<file path="src/rtl/fetch_unit.sv">
// RV32I fetch stage: architectural PC, in-order imem requests, ring buffer of {pc, instr, filled}.
// Optional feature macro: FETCH_MISALIGN_TRAP_EN (misaligned redirect targets become a fault entry).
module fetch_unit #(
    parameter logic [31:0] RESET_PC = 32'h0000_0000,
    parameter int unsigned DEPTH    = 4
) (
    input  logic        clk,
    input  logic        rst,
    output logic        imem_req_valid,
    output logic [31:0] imem_req_addr,
    input  logic        imem_req_ready,
    input  logic        imem_resp_valid,
    input  logic [31:0] imem_resp_data,
    input  logic        redirect_valid,
    input  logic [31:0] redirect_pc,
    output logic        if_valid,
    input  logic        if_ready,
    output logic [31:0] if_instr,
    output logic [31:0] if_pc
`ifdef FETCH_MISALIGN_TRAP_EN
    ,
    output logic        if_misalign
`endif
);
    localparam int unsigned PW = $clog2(DEPTH);
    localparam int unsigned CW = PW + 1;
    localparam logic [31:0] NOP = 32'h0000_0013;

    logic [31:0]      pc_q;
    logic [31:0]      ent_pc_q    [DEPTH];
    logic [31:0]      ent_instr_q [DEPTH];
    logic [DEPTH-1:0] ent_filled_q;
    logic [PW-1:0]    head_q, tail_q, fill_q;
    logic [CW-1:0]    alloc_cnt_q, unfill_cnt_q, drop_cnt_q;
    logic [CW:0]      occupancy;

    logic        accept, resp_keep, deq;
    logic        fault, fault_pend;
    logic [31:0] fault_pc;

`ifdef FETCH_MISALIGN_TRAP_EN
    logic        fault_q, fault_pend_q;
    logic [31:0] fault_pc_q;

    // A misaligned target parks fetch and presents a single fault entry until the next redirect.
    always_ff @(posedge clk or posedge rst) begin
        if (rst) begin
            fault_q      <= 1'b0;
            fault_pend_q <= 1'b0;
            fault_pc_q   <= 32'h0;
        end else if (redirect_valid) begin
            fault_q      <= |redirect_pc[1:0];
            fault_pend_q <= |redirect_pc[1:0];
            fault_pc_q   <= redirect_pc;
        end else if (fault_q && if_valid && if_ready) begin
            fault_pend_q <= 1'b0;
        end
    end

    assign fault       = fault_q;
    assign fault_pend  = fault_pend_q;
    assign fault_pc    = fault_pc_q;
    assign if_misalign = fault_q && fault_pend_q;
`else
    assign fault      = 1'b0;
    assign fault_pend = 1'b0;
    assign fault_pc   = 32'h0;
`endif

    assign occupancy      = {1'b0, alloc_cnt_q} + {1'b0, drop_cnt_q};
    assign imem_req_valid = !rst && !redirect_valid && !fault && (occupancy < (CW+1)'(DEPTH));
    assign imem_req_addr  = pc_q;

    always_comb begin
        if_instr = ent_instr_q[head_q];
        if_pc    = ent_pc_q[head_q];
        if (fault) begin
            if_instr = NOP;
            if_pc    = fault_pc;
        end
        if_valid = !redirect_valid && (fault ? fault_pend : ent_filled_q[head_q]);
    end

    assign accept    = imem_req_valid && imem_req_ready;
    assign resp_keep = imem_resp_valid && (drop_cnt_q == '0);
    assign deq       = if_valid && if_ready && !fault;

    always_ff @(posedge clk or posedge rst) begin
        if (rst) begin
            pc_q         <= RESET_PC;
            head_q       <= '0;
            tail_q       <= '0;
            fill_q       <= '0;
            alloc_cnt_q  <= '0;
            unfill_cnt_q <= '0;
            drop_cnt_q   <= '0;
            ent_filled_q <= '0;
            for (int i = 0; i < DEPTH; i++) begin
                ent_pc_q[i]    <= 32'h0;
                ent_instr_q[i] <= 32'h0;
            end
        end else if (redirect_valid) begin
            // Everything outstanding but not yet returned becomes a response to discard.
            pc_q         <= redirect_pc & 32'hFFFF_FFFC;
            head_q       <= '0;
            tail_q       <= '0;
            fill_q       <= '0;
            alloc_cnt_q  <= '0;
            unfill_cnt_q <= '0;
            ent_filled_q <= '0;
            drop_cnt_q   <= drop_cnt_q + unfill_cnt_q - CW'(imem_resp_valid);
        end else begin
            if (accept) begin
                ent_pc_q[tail_q] <= pc_q;
                tail_q           <= tail_q + 1'b1;
                pc_q             <= pc_q + 32'd4;
            end
            if (imem_resp_valid) begin
                if (drop_cnt_q != '0) begin
                    drop_cnt_q <= drop_cnt_q - 1'b1;
                end else begin
                    ent_instr_q[fill_q]  <= imem_resp_data;
                    ent_filled_q[fill_q] <= 1'b1;
                    fill_q               <= fill_q + 1'b1;
                end
            end
            if (deq) begin
                ent_filled_q[head_q] <= 1'b0;
                head_q               <= head_q + 1'b1;
            end
            alloc_cnt_q  <= alloc_cnt_q + CW'(accept) - CW'(deq);
            unfill_cnt_q <= unfill_cnt_q + CW'(accept) - CW'(resp_keep);
        end
    end

endmodule

</file>
<file path="config.mk">
export PLATFORM = sky130hd
export DESIGN_NAME = fetch_unit
export DESIGN_NICKNAME = d
export VERILOG_FILES = /design/src/rtl/fetch_unit.sv
export SDC_FILE = /design/constraint.sdc
export NUM_CORES = 1
export LEC_CHECK = 0
export BUFFER_PORTS_ARGS = -buffer_cell sky130_fd_sc_hd__buf_2
export CAP_MARGIN = 40
export CORE_ASPECT_RATIO = 2
export CORE_UTILIZATION = 30
export CTS_CLUSTER_DIAMETER = 80
export DETAILED_ROUTE_END_ITERATION = 8
export PLACE_DENSITY = 0.45
export SLEW_MARGIN = 0
export SYNTH_ARGS = -nofsm -noshare
export SYNTH_HDL_FRONTEND = slang
export SYNTH_SLANG_ARGS = --single-unit
</file>
<file path="constraint.sdc">
create_clock -name clk -period 23.6 [get_ports clk]
set_clock_uncertainty 0.1 [all_clocks]
set_input_delay 2.36 -clock clk [delete_from_list [all_inputs] [get_ports clk]]
set_output_delay 2.36 -clock clk [all_outputs]
set_load 0.1 [all_outputs]
</file>
==> results of run 1 <==
[worst max-delay path by stage]
stage / start / to / slack, ns
after floorplan: rst / imem_req_valid / 11.18
after detailed placement: rst / imem_req_valid / 17.37
after global routing: rst / imem_req_valid / 17.28
after global placement: rst / imem_req_valid / 17.38
after CTS: rst / imem_req_valid / 17.37
final: rst / imem_req_valid / 17.42
[layout by cell type (no fill, tap or decap), types with 6 or more instances in the layout]
cell	count
clkinv_2	9
inv_1	19
nor2_1	18
dfrtp_1	295
buf_2	161
mux4_2	63
ha_1	24
o21ai_0	29
a221o_1	7
nand3_1	19
buf_4	18
nand4_1	9
mux2_2	241
a22oi_1	6
nor2b_1	9
clkbuf_8	7
xnor2_1	10
nor3_1	6
nand2_1	57
o211ai_1	7
xor2_1	6
clkbuf_16	31
[layer usage]
layer	vias to the layer above	track usage
met4	4	0.0456
met2	170	0.298
met1	4419	0.173
met5	-	0
li1	3779	-
met3	42	0.0249
[where the power goes]
| part | total, mW | switching, mW | internal, mW |
|---|---|---|---|
| Clock | 0.517 | 0.212 | 0.305 |
| Combinational | 0.844 | 0.619 | 0.225 |
| Sequential | 0.702 | 0.0736 | 0.628 |
| Total | 2.06 | 0.905 | 1.16 |
[worst min-delay path: cells and delay by family, from the launching register on]
family	cells	cell delay, ns
AOI/OAI and AO/OA	1	0.06
DFF	1	0.34
and+or+nand+nor	1	0.05
[sequential cells by signal, summed over array words and instances (netlist names)]
signal         cells
ent_instr_q      128
ent_pc_q         120
imem_req_addr     30
ent_filled_q       4
alloc_cnt_q        3
drop_cnt_q         3
unfill_cnt_q       3
fill_q             2
head_q             2
tail_q             2
[synth_stat cells (2+ instances only)]
cell type	instances	share of area
mux2_2	241	0.20
dfrtp_1	297	0.54
nor2b_1	9	0.0041
mux2i_1	5	0.0037
mux4_2	63	0.10
a22oi_1	6	0.0033
nand2b_1	5	0.0023
ha_1	24	0.022
a221o_1	7	0.0051
clkbuf_1	16	0.0044
or4_1	3	0.0016
clkbuf_2	3	0.0011
o21ai_0	29	0.011
and3_1	3	0.0014
and4_1	4	0.0026
inv_1	20	0.0055
a21o_1	3	0.0016
o211ai_1	7	0.0038
buf_1	20	0.0055
xnor2_1	10	0.0064
fa_1	3	0.0044
nor3_1	6	0.0022
buf_2	26	0.0095
nor3b_1	2	0.0011
nand3_1	19	0.0069
nand4_1	9	0.0041
xor2_1	6	0.0038
nand2_1	57	0.016
or3_1	5	0.0023
o311ai_0	4	0.0026
a21oi_1	5	0.0018
nand3b_1	3	0.0016
buf_4	5	0.0027
nor2_1	18	0.0049
nor4_2	2	0.0018
[cells by family (layout without fill, tap and decap cells)]
logic type / Yosys count / after routing / share of synthesized area
mux: 309 / 309 / 0.305
flops: 297 / 297 / 0.543
simple gates: 148 / 148 / 0.0553
buf+inv: 91 / 261 / 0.0290
compound gates: 65 / 65 / 0.0309
fa+ha+maj: 27 / 27 / 0.0263
xor+xnor: 16 / 16 / 0.0102
other cells: 1 / 4 / 0.000274
[cell type report]
cell class                      count  area, sq um
Fill cell                        4397        28800
Sequential cell                   297         7440
Multi-Input combinational cell    569         5880
Timing Repair Buffer              184         1050
Clock buffer                       39          876
Tap cell                          560          701
Clock inverter                     17          199
Inverter                           21         86.3
==> flow_summary.json, run 1 <==
{
  "run_status": "complete, no violations",
  "critPathTopFamily": "buffers and inverters",
  "die_area_sq_um": 46600,
  "hold_path.class": "reg -> reg",
  "syn_inst": 954,
  "drt_iter0_markers": 249,
  "wl_met1_um": 13400,
  "vdd_drop_max_uv": 91.4,
  "antenna_cells": 0,
  "avgSynthCellArea_sq_um": 14.4,
  "grt_use_total": 0.156,
  "critPathMaxFanout": 98,
  "slowest_delay_ns": 0.50,
  "path_clk_slew_ns": 0.07,
  "totalPowerFinal_mw": 2.06,
  "crit_path_frequent_cell": "buf_2",
  "place_ws_ns": 17.37,
  "die_w_um": 153,
  "cts_resized": 0,
  "nNetsFinal": 1200,
  "clock_path_buffers": 3,
  "grt_pass1_vias": 9328,
  "rsz0062_at_grt": "false",
  "fp-row-count": 110,
  "dp.cells": 1631,
  "crit_type": "in -> out",
  "setup_ws_ns": 17.42,
  "initial_core_util": 0.304,
  "cp_num_cells": 4,
  "htreeDepth": 1,
  "worst_setup_path_start_kind": "input pin",
  "insertion_delay_ns": 0.57,
  "place_area_sq_um": 15200,
  "remaining_drc_errors": 0,
  "crit_chain": "buf_2 > inv_8 > and3_1 > buf_2",
  "drv_cap": 0,
  "dr_wl_met3_um": 1430,
  "gp_congestion": 0.690,
  "avgViaCountPerCell": 4.99,
  "core-area_sq_um": 45000,
  "grt_remaining_overflow": 0,
  "io_pins": 168,
  "timing.rr.start": "head_q[0]",
  "grt_pass1_wl_um": 56200,
  "cts-buffers-inserted": 30,
  "dp_hpwl_um": 22300,
  "async_flop_share": 1.00,
  "vias": 8414,
  "fin_cells": 1687,
  "synth_flop_cell": "dfrtp_1",
  "firstDrtPassIters": 5,
  "root_buffer": "clkbuf_16",
  "ant_nets": 0,
  "whs_path_depth": 2,
  "drive_gt1_frac": 0.488,
  "cts_tree": "done",
  "grt_max_degree": 99,
  "die_h_um": 304,
  "syn_to_final_growth_pct": 18.5,
  "ys_warn_count": 0,
  "cts_sinks": 297,
  "cp_data_arrival_time_ns": 3.72,
  "routedWlPerCell_um": 20.6,
  "routed.top_layer": "met5",
  "power.leakage_nw": 7.71,
  "ys_seq_area_frac": 0.543,
  "final_max_slew_viol_count": 0,
  "setup_viol": 0,
  "cp-end-kind": "output pin",
  "fin_area_sq_um": 16200,
  "finish.utilization": 0.361,
  "fin_crit_ns": 6.18,
  "numPortBuffers": 161,
  "path_buf_inv": 3,
  "required_ns": 21.14,
  "post_cts_buffers": 0,
  "regToRegEndpoint": "alloc_cnt_q[2]",
  "slew_headroom": 0.528,
  "netlist-cell-type-count": 44,
  "wl_met2_um": 19200,
  "netlist_area_sq_um": 13700,
  "slowest_stage": "inv_8",
  "whs_ns": 0.378,
  "fin_tns_setup_ns": 0,
  "timing.fmax_mhz": 162,
  "hp-start": "ent_pc_q[111]",
  "fin_crit_sh": 0.262,
  "rrSetupSlack_ns": 20.32,
  "holdBufCountCts": 0,
  "synth-edff-count": 0,
  "antenna_found_initial": 2,
  "reg2reg_depth": 11,
  "hold_path_end": "ent_pc_q[111]",
  "ys_ff_latch": 297,
  "drt-total-wl_um": 34800,
  "worst-slew-pin-transition_ns": 0.707,
  "pwr_density_cell_nw_per_um2": 127,
  "hold_viol": 0
}
No activity file was read; power rests on OpenSTA's default activity.
==> run 2, diff against run 1 <==
PLACE_DENSITY = 0.46   (was 0.45)
clock period = 5.05 ns   (was 23.6 ns; I/O delays follow)
==> flow_summary.json, run 2 (synthesized netlist as in run 1, its figures left out) <==
{
  "run_status": "complete, no violations",
  "root_buffer": "clkbuf_16",
  "p_int_mw": 5.31,
  "critPathMaxFanout": 26,
  "initial_core_util": 0.304,
  "cts_tree": "done",
  "hold_path.class": "in -> reg",
  "remaining_drc_errors": 0,
  "die_h_um": 304,
  "cp-end-kind": "output pin",
  "drt-total-wl_um": 35700,
  "cts_resized": 0,
  "die_w_um": 153,
  "worst-slew-pin-transition_ns": 0.900,
  "grt_max_degree": 162,
  "grt_remaining_overflow": 0,
  "avgViaCountPerCell": 4.96,
  "top_register": "ent_instr_q",
  "cts-buffers-inserted": 31,
  "vdd_drop_max_uv": 398,
  "power.leakage_nw": 7.64,
  "antenna_found_initial": 3,
  "insertion_delay_ns": 0.57,
  "post_cts_buffers": 0,
  "syn_to_final_growth_pct": 18.3,
  "totalPowerFinal_mw": 9.55,
  "drt_iter0_markers": 254,
  "fin_crit_ns": 3.48,
  "dp_hpwl_um": 23000,
  "grt_pass1_wl_um": 56400,
  "p_seq_frac": 0.345,
  "numPortBuffers": 161,
  "cp_data_arrival_time_ns": 2.87,
  "path_clk_slew_ns": 0.07,
  "worst_setup_path_start_kind": "flop",
  "drv_cap": 0,
  "hold_viol": 0,
  "ant_nets": 0,
  "p_clk_frac": 0.240,
  "slew_headroom": 0.400,
  "timing.fmax_mhz": 288,
  "htreeDepth": 1,
  "cts_sinks": 297,
  "clock_path_buffers": 3,
  "fp-row-count": 110,
  "gp_congestion": 0.694,
  "vias": 8324,
  "fin_crit_sh": 0.688,
  "die_area_sq_um": 46600,
  "comb_power_share": 0.415,
  "setup_viol": 0,
  "nNetsFinal": 1195,
  "largest_reg_flops": 128,
  "whs_ns": 0.0493,
  "layout_commonest_cell": "dfrtp_1",
  "io_pins": 168,
  "holdBufCountCts": 0,
  "p_switching_mw": 4.24,
  "grt_pass1_vias": 9184,
  "drive_gt1_frac": 0.498,
  "required_ns": 4.45,
  "crit_type": "reg -> out",
  "pwr_density_cell_nw_per_um2": 589,
  "power_switching_share": 0.444,
  "routedWlPerCell_um": 21.3,
  "final_cell_mix": "295 x dfrtp_1, 241 x mux2_2, 161 x buf_2",
  "firstDrtPassIters": 4,
  "grt_use_total": 0.158,
  "core-area_sq_um": 45000,
  "rsz0062_at_grt": "false",
  "final_max_slew_viol_count": 0
}
-- run 2: cell count changes in the layout (fill, tap and decap cells not counted), sizes merged --
| cell | previous run | this run |
|---|---|---|
| buf | 184 | 178 |
| clkinvlp | 1 | 4 |
| bufinv | 4 | 2 |
| clkinv | 12 | 5 |
| clkbuf | 39 | 41 |
| diode | 0 | 1 |
-- run 2: cell type report --
type | instances | area [sq um]
diodes | 1 | 2.50
clock buffers | 41 | 873
clock inverters | 11 | 124
fillers | 4401 | 28800
inverters | 21 | 82.6
multi-input cells | 569 | 5950
flip-flops and latches | 297 | 7440
well taps | 560 | 701
repair buffers | 178 | 1020
-- run 2: path summary, 6_finish.rpt --
path	from	endpoint	slack, ns	cells after the start
setup / recovery	head_q[0]	if_instr[21]	1.57	3
hold / removal	redirect_pc[3]	imem_req_addr[3]	0.05	3
setup reg to reg	drop_cnt_q[2]	alloc_cnt_q[1]	1.85	11
hold reg to reg	ent_pc_q[111]	ent_pc_q[111]	0.38	2
max in group asynchronous	rst	ent_instr_q[85]	3.32	4
min in group asynchronous	rst	ent_pc_q[13]	0.25	3
-- run 2: power groups by stage --
stage	clock, mW	sequential (mW)	combinational, mW
after floorplan	0	3.39	3.28
after global placement	0	3.32	3.97
after detailed placement	0	3.34	4.02
after CTS	2.41	3.30	4.02
after global routing	2.47	3.38	4.16
final	2.29	3.29	3.96
-- run 2: metal layers --
| metal | track usage | vias up | part of all wire |
|---|---|---|---|
| met5 | 0 | - | 0.00064 |
| met4 | 0.0378 | 4 | 0.015 |
| met3 | 0.0305 | 41 | 0.048 |
| met2 | 0.308 | 174 | 0.56 |
| met1 | 0.171 | 4339 | 0.37 |
| li1 | - | 3766 | - |
-- run 2: worst max-delay path, cell delays in order, from the launching register on --
cell and delay (ns):
dfrtp_4 0.75, buf_4 0.60, mux4_2 0.61, buf_2 0.32
-- run 2: per-stage QoR --
step | cells | worst slack (ns) | TNS [ns] | area [sq um] | utilization
final | 1678 | 1.57 | 0 | 16200 | 0.360
after detailed placement | 1625 | 1.85 | 0 | 15200 | 0.338
after global placement | 1620 | 1.88 | 0 | 15100 | 0.335
after CTS | 1677 | 1.40 | 0 | 16200 | 0.360
after global routing | 1678 | 1.34 | 0 | 16200 | 0.360
after floorplan | 957 | -2.23 | -266.38 | 13800 | -
==> run 3, diff against run 2 <==
clock period = 2.9 ns   (was 5.05 ns; I/O delays follow)
==> flow_summary.json, run 3 (synthesized netlist as in run 1, its figures left out) <==
{
  "run_status": "complete, no violations",
  "grt_remaining_overflow": 0,
  "cts_sinks": 297,
  "remaining_drc_errors": 0,
  "cts_tree": "done",
  "grt_pass1_vias": 9353,
  "final_cell_mix": "295 x dfrtp_1, 241 x mux2_2, 104 x buf_2",
  "hold_viol": 0,
  "layout_commonest_cell": "dfrtp_1",
  "die_area_sq_um": 46600,
  "slowest_delay_ns": 0.51,
  "top_register": "ent_instr_q",
  "critPathTopFamily": "adder cells",
  "cp-end-kind": "flop",
  "reg2reg_depth": 9,
  "path_clk_slew_ns": 0.07,
  "cp_data_arrival_time_ns": 2.96,
  "fin_crit_sh": 0.902,
  "insertion_delay_ns": 0.57,
  "drv_cap": 0,
  "post_cts_buffers": 0,
  "crit_type": "reg -> reg",
  "required_ns": 3.25,
  "routedWlPerCell_um": 20.1,
  "firstDrtPassIters": 4,
  "place_area_sq_um": 16100,
  "die_w_um": 153,
  "startpoint": "head_q[0]",
  "dp_hpwl_um": 22100,
  "grt_max_degree": 141,
  "final_max_slew_viol_count": 0,
  "fin_area_sq_um": 17800,
  "drt_iter0_markers": 317,
  "n_fill_cell": 4258,
  "syn_to_final_growth_pct": 30.1,
  "root_buffer": "clkbuf_16",
  "ant_nets": 0,
  "initial_core_util": 0.304,
  "fp-row-count": 110,
  "numPortBuffers": 161,
  "hp-start": "redirect_valid",
  "nNetsFinal": 1273,
  "io_pins": 168,
  "rsz0062_at_grt": "false",
  "hold_path.class": "in -> reg",
  "drive_gt1_frac": 0.478,
  "pwr_density_cell_nw_per_um2": 1030,
  "power.leakage_nw": 8.22,
  "cts-buffers-inserted": 30,
  "crit_chain": "mux4_2 > nor2b_2 > and2_1 > ha_4 > inv_2 > ha_4 > inv_2 > fa_2 > nor2_1",
  "whs_path_depth": 3,
  "cp_num_cells": 9,
  "gp_congestion": 0.722,
  "die_h_um": 304,
  "vias": 8623,
  "regToRegEndpoint": "alloc_cnt_q[1]",
  "core-area_sq_um": 45000,
  "cp-endpoint": "alloc_cnt_q[1]",
  "timing.rr.start": "head_q[0]",
  "clock_path_buffers": 3,
  "htreeDepth": 1,
  "setup_ws_ns": 0.284,
  "slew_headroom": 0.476,
  "largest_reg_flops": 128,
  "vdd_drop_max_uv": 683,
  "timing.fmax_mhz": 382,
  "slowest_stage": "mux4_2",
  "whs_ns": 0.153,
  "grt_pass1_wl_um": 55900,
  "antenna_found_initial": 3,
  "worst_setup_path_start_kind": "flop",
  "place_ws_ns": 0.295,
  "path_buf_inv": 2,
  "critPathMaxFanout": 5,
  "avgViaCountPerCell": 4.90,
  "worst-slew-pin-transition_ns": 0.786,
  "fin_crit_ns": 2.62,
  "drt-total-wl_um": 35400,
  "rrSetupSlack_ns": 0.28,
  "setup_viol": 0,
  "grt_use_total": 0.155,
  "fin_tns_setup_ns": 0
}
[run 3: cell count changes in the layout (fill, tap and decap cells not counted), sizes merged]
cell	before	now
buf	178	192
clkinv	5	4
clkinvlp	4	5
bufinv	2	1
clkbuf	41	47
dlygate4sd3	0	64
[run 3: worst min-delay path by stage]
stage | to | slack, ns
finish | head_q[1] | 0.15
global route | fill_q[0] | 0.16
CTS | head_q[1] | 0.13
detailed placement | ent_pc_q[47] | 0.37
global placement | ent_pc_q[90] | 0.36
floorplan | imem_req_addr[21] | 0.31
[run 3: cell type report]
class / instances / area [sq um] / share of cell area
inverter: 21 / 82.6 / 0.00463
multi-input combinational: 569 / 5960 / 0.334
sequential: 297 / 7440 / 0.418
clock inverter: 10 / 88.8 / 0.00499
timing repair buffer: 257 / 2630 / 0.148
antenna: 1 / 2.50 / 0.000140
clock buffer: 46 / 912 / 0.0512
tap: 560 / 701 / 0.0393
[run 3: worst reg2reg max path, delay by kind of cell (launching register included)]
family / cells / cell delay, ns
adders and majority gates: 3 / 0.87
DFF: 1 / 0.47
buffers and inverters: 2 / 0.09
and+or+nand+nor: 3 / 0.46
muxes: 1 / 0.51
[run 3: layer usage]
| metal | routed length [um] | global-route usage |
|---|---|---|
| met5 | 26 | 0 |
| met4 | 704 | 0.0439 |
| met3 | 1380 | 0.0249 |
| met2 | 19400 | 0.296 |
| met1 | 13900 | 0.174 |
[run 3: timing repair]
item	4_1_cts	5_1_grt
hold buffers	64	0
hold endpoints to repair	188	0
gates cloned	0	1
gates resized for setup	1	0
endpoints found under the setup margin	3	1
[run 3: per-stage QoR]
step	std cells	utilization	total power, mW
2_1_floorplan	957	-	11.6
3_3_place_gp	1638	0.358	14.3
3_5_place_dp	1639	0.359	14.4
4_1_cts	1759	0.395	18.6
5_1_grt	1760	0.396	19.1
6_report	1761	0.396	18.3
[run 3: report_power, final]
part	internal (mW)	total, mW	leakage (nW)	switching [mW]
Sequential	5.11	5.69	3.95	0.577
Clock	2.26	3.96	0.483	1.70
Combinational	3.25	8.62	3.79	5.37
Total	10.6	18.3	8.22	7.65
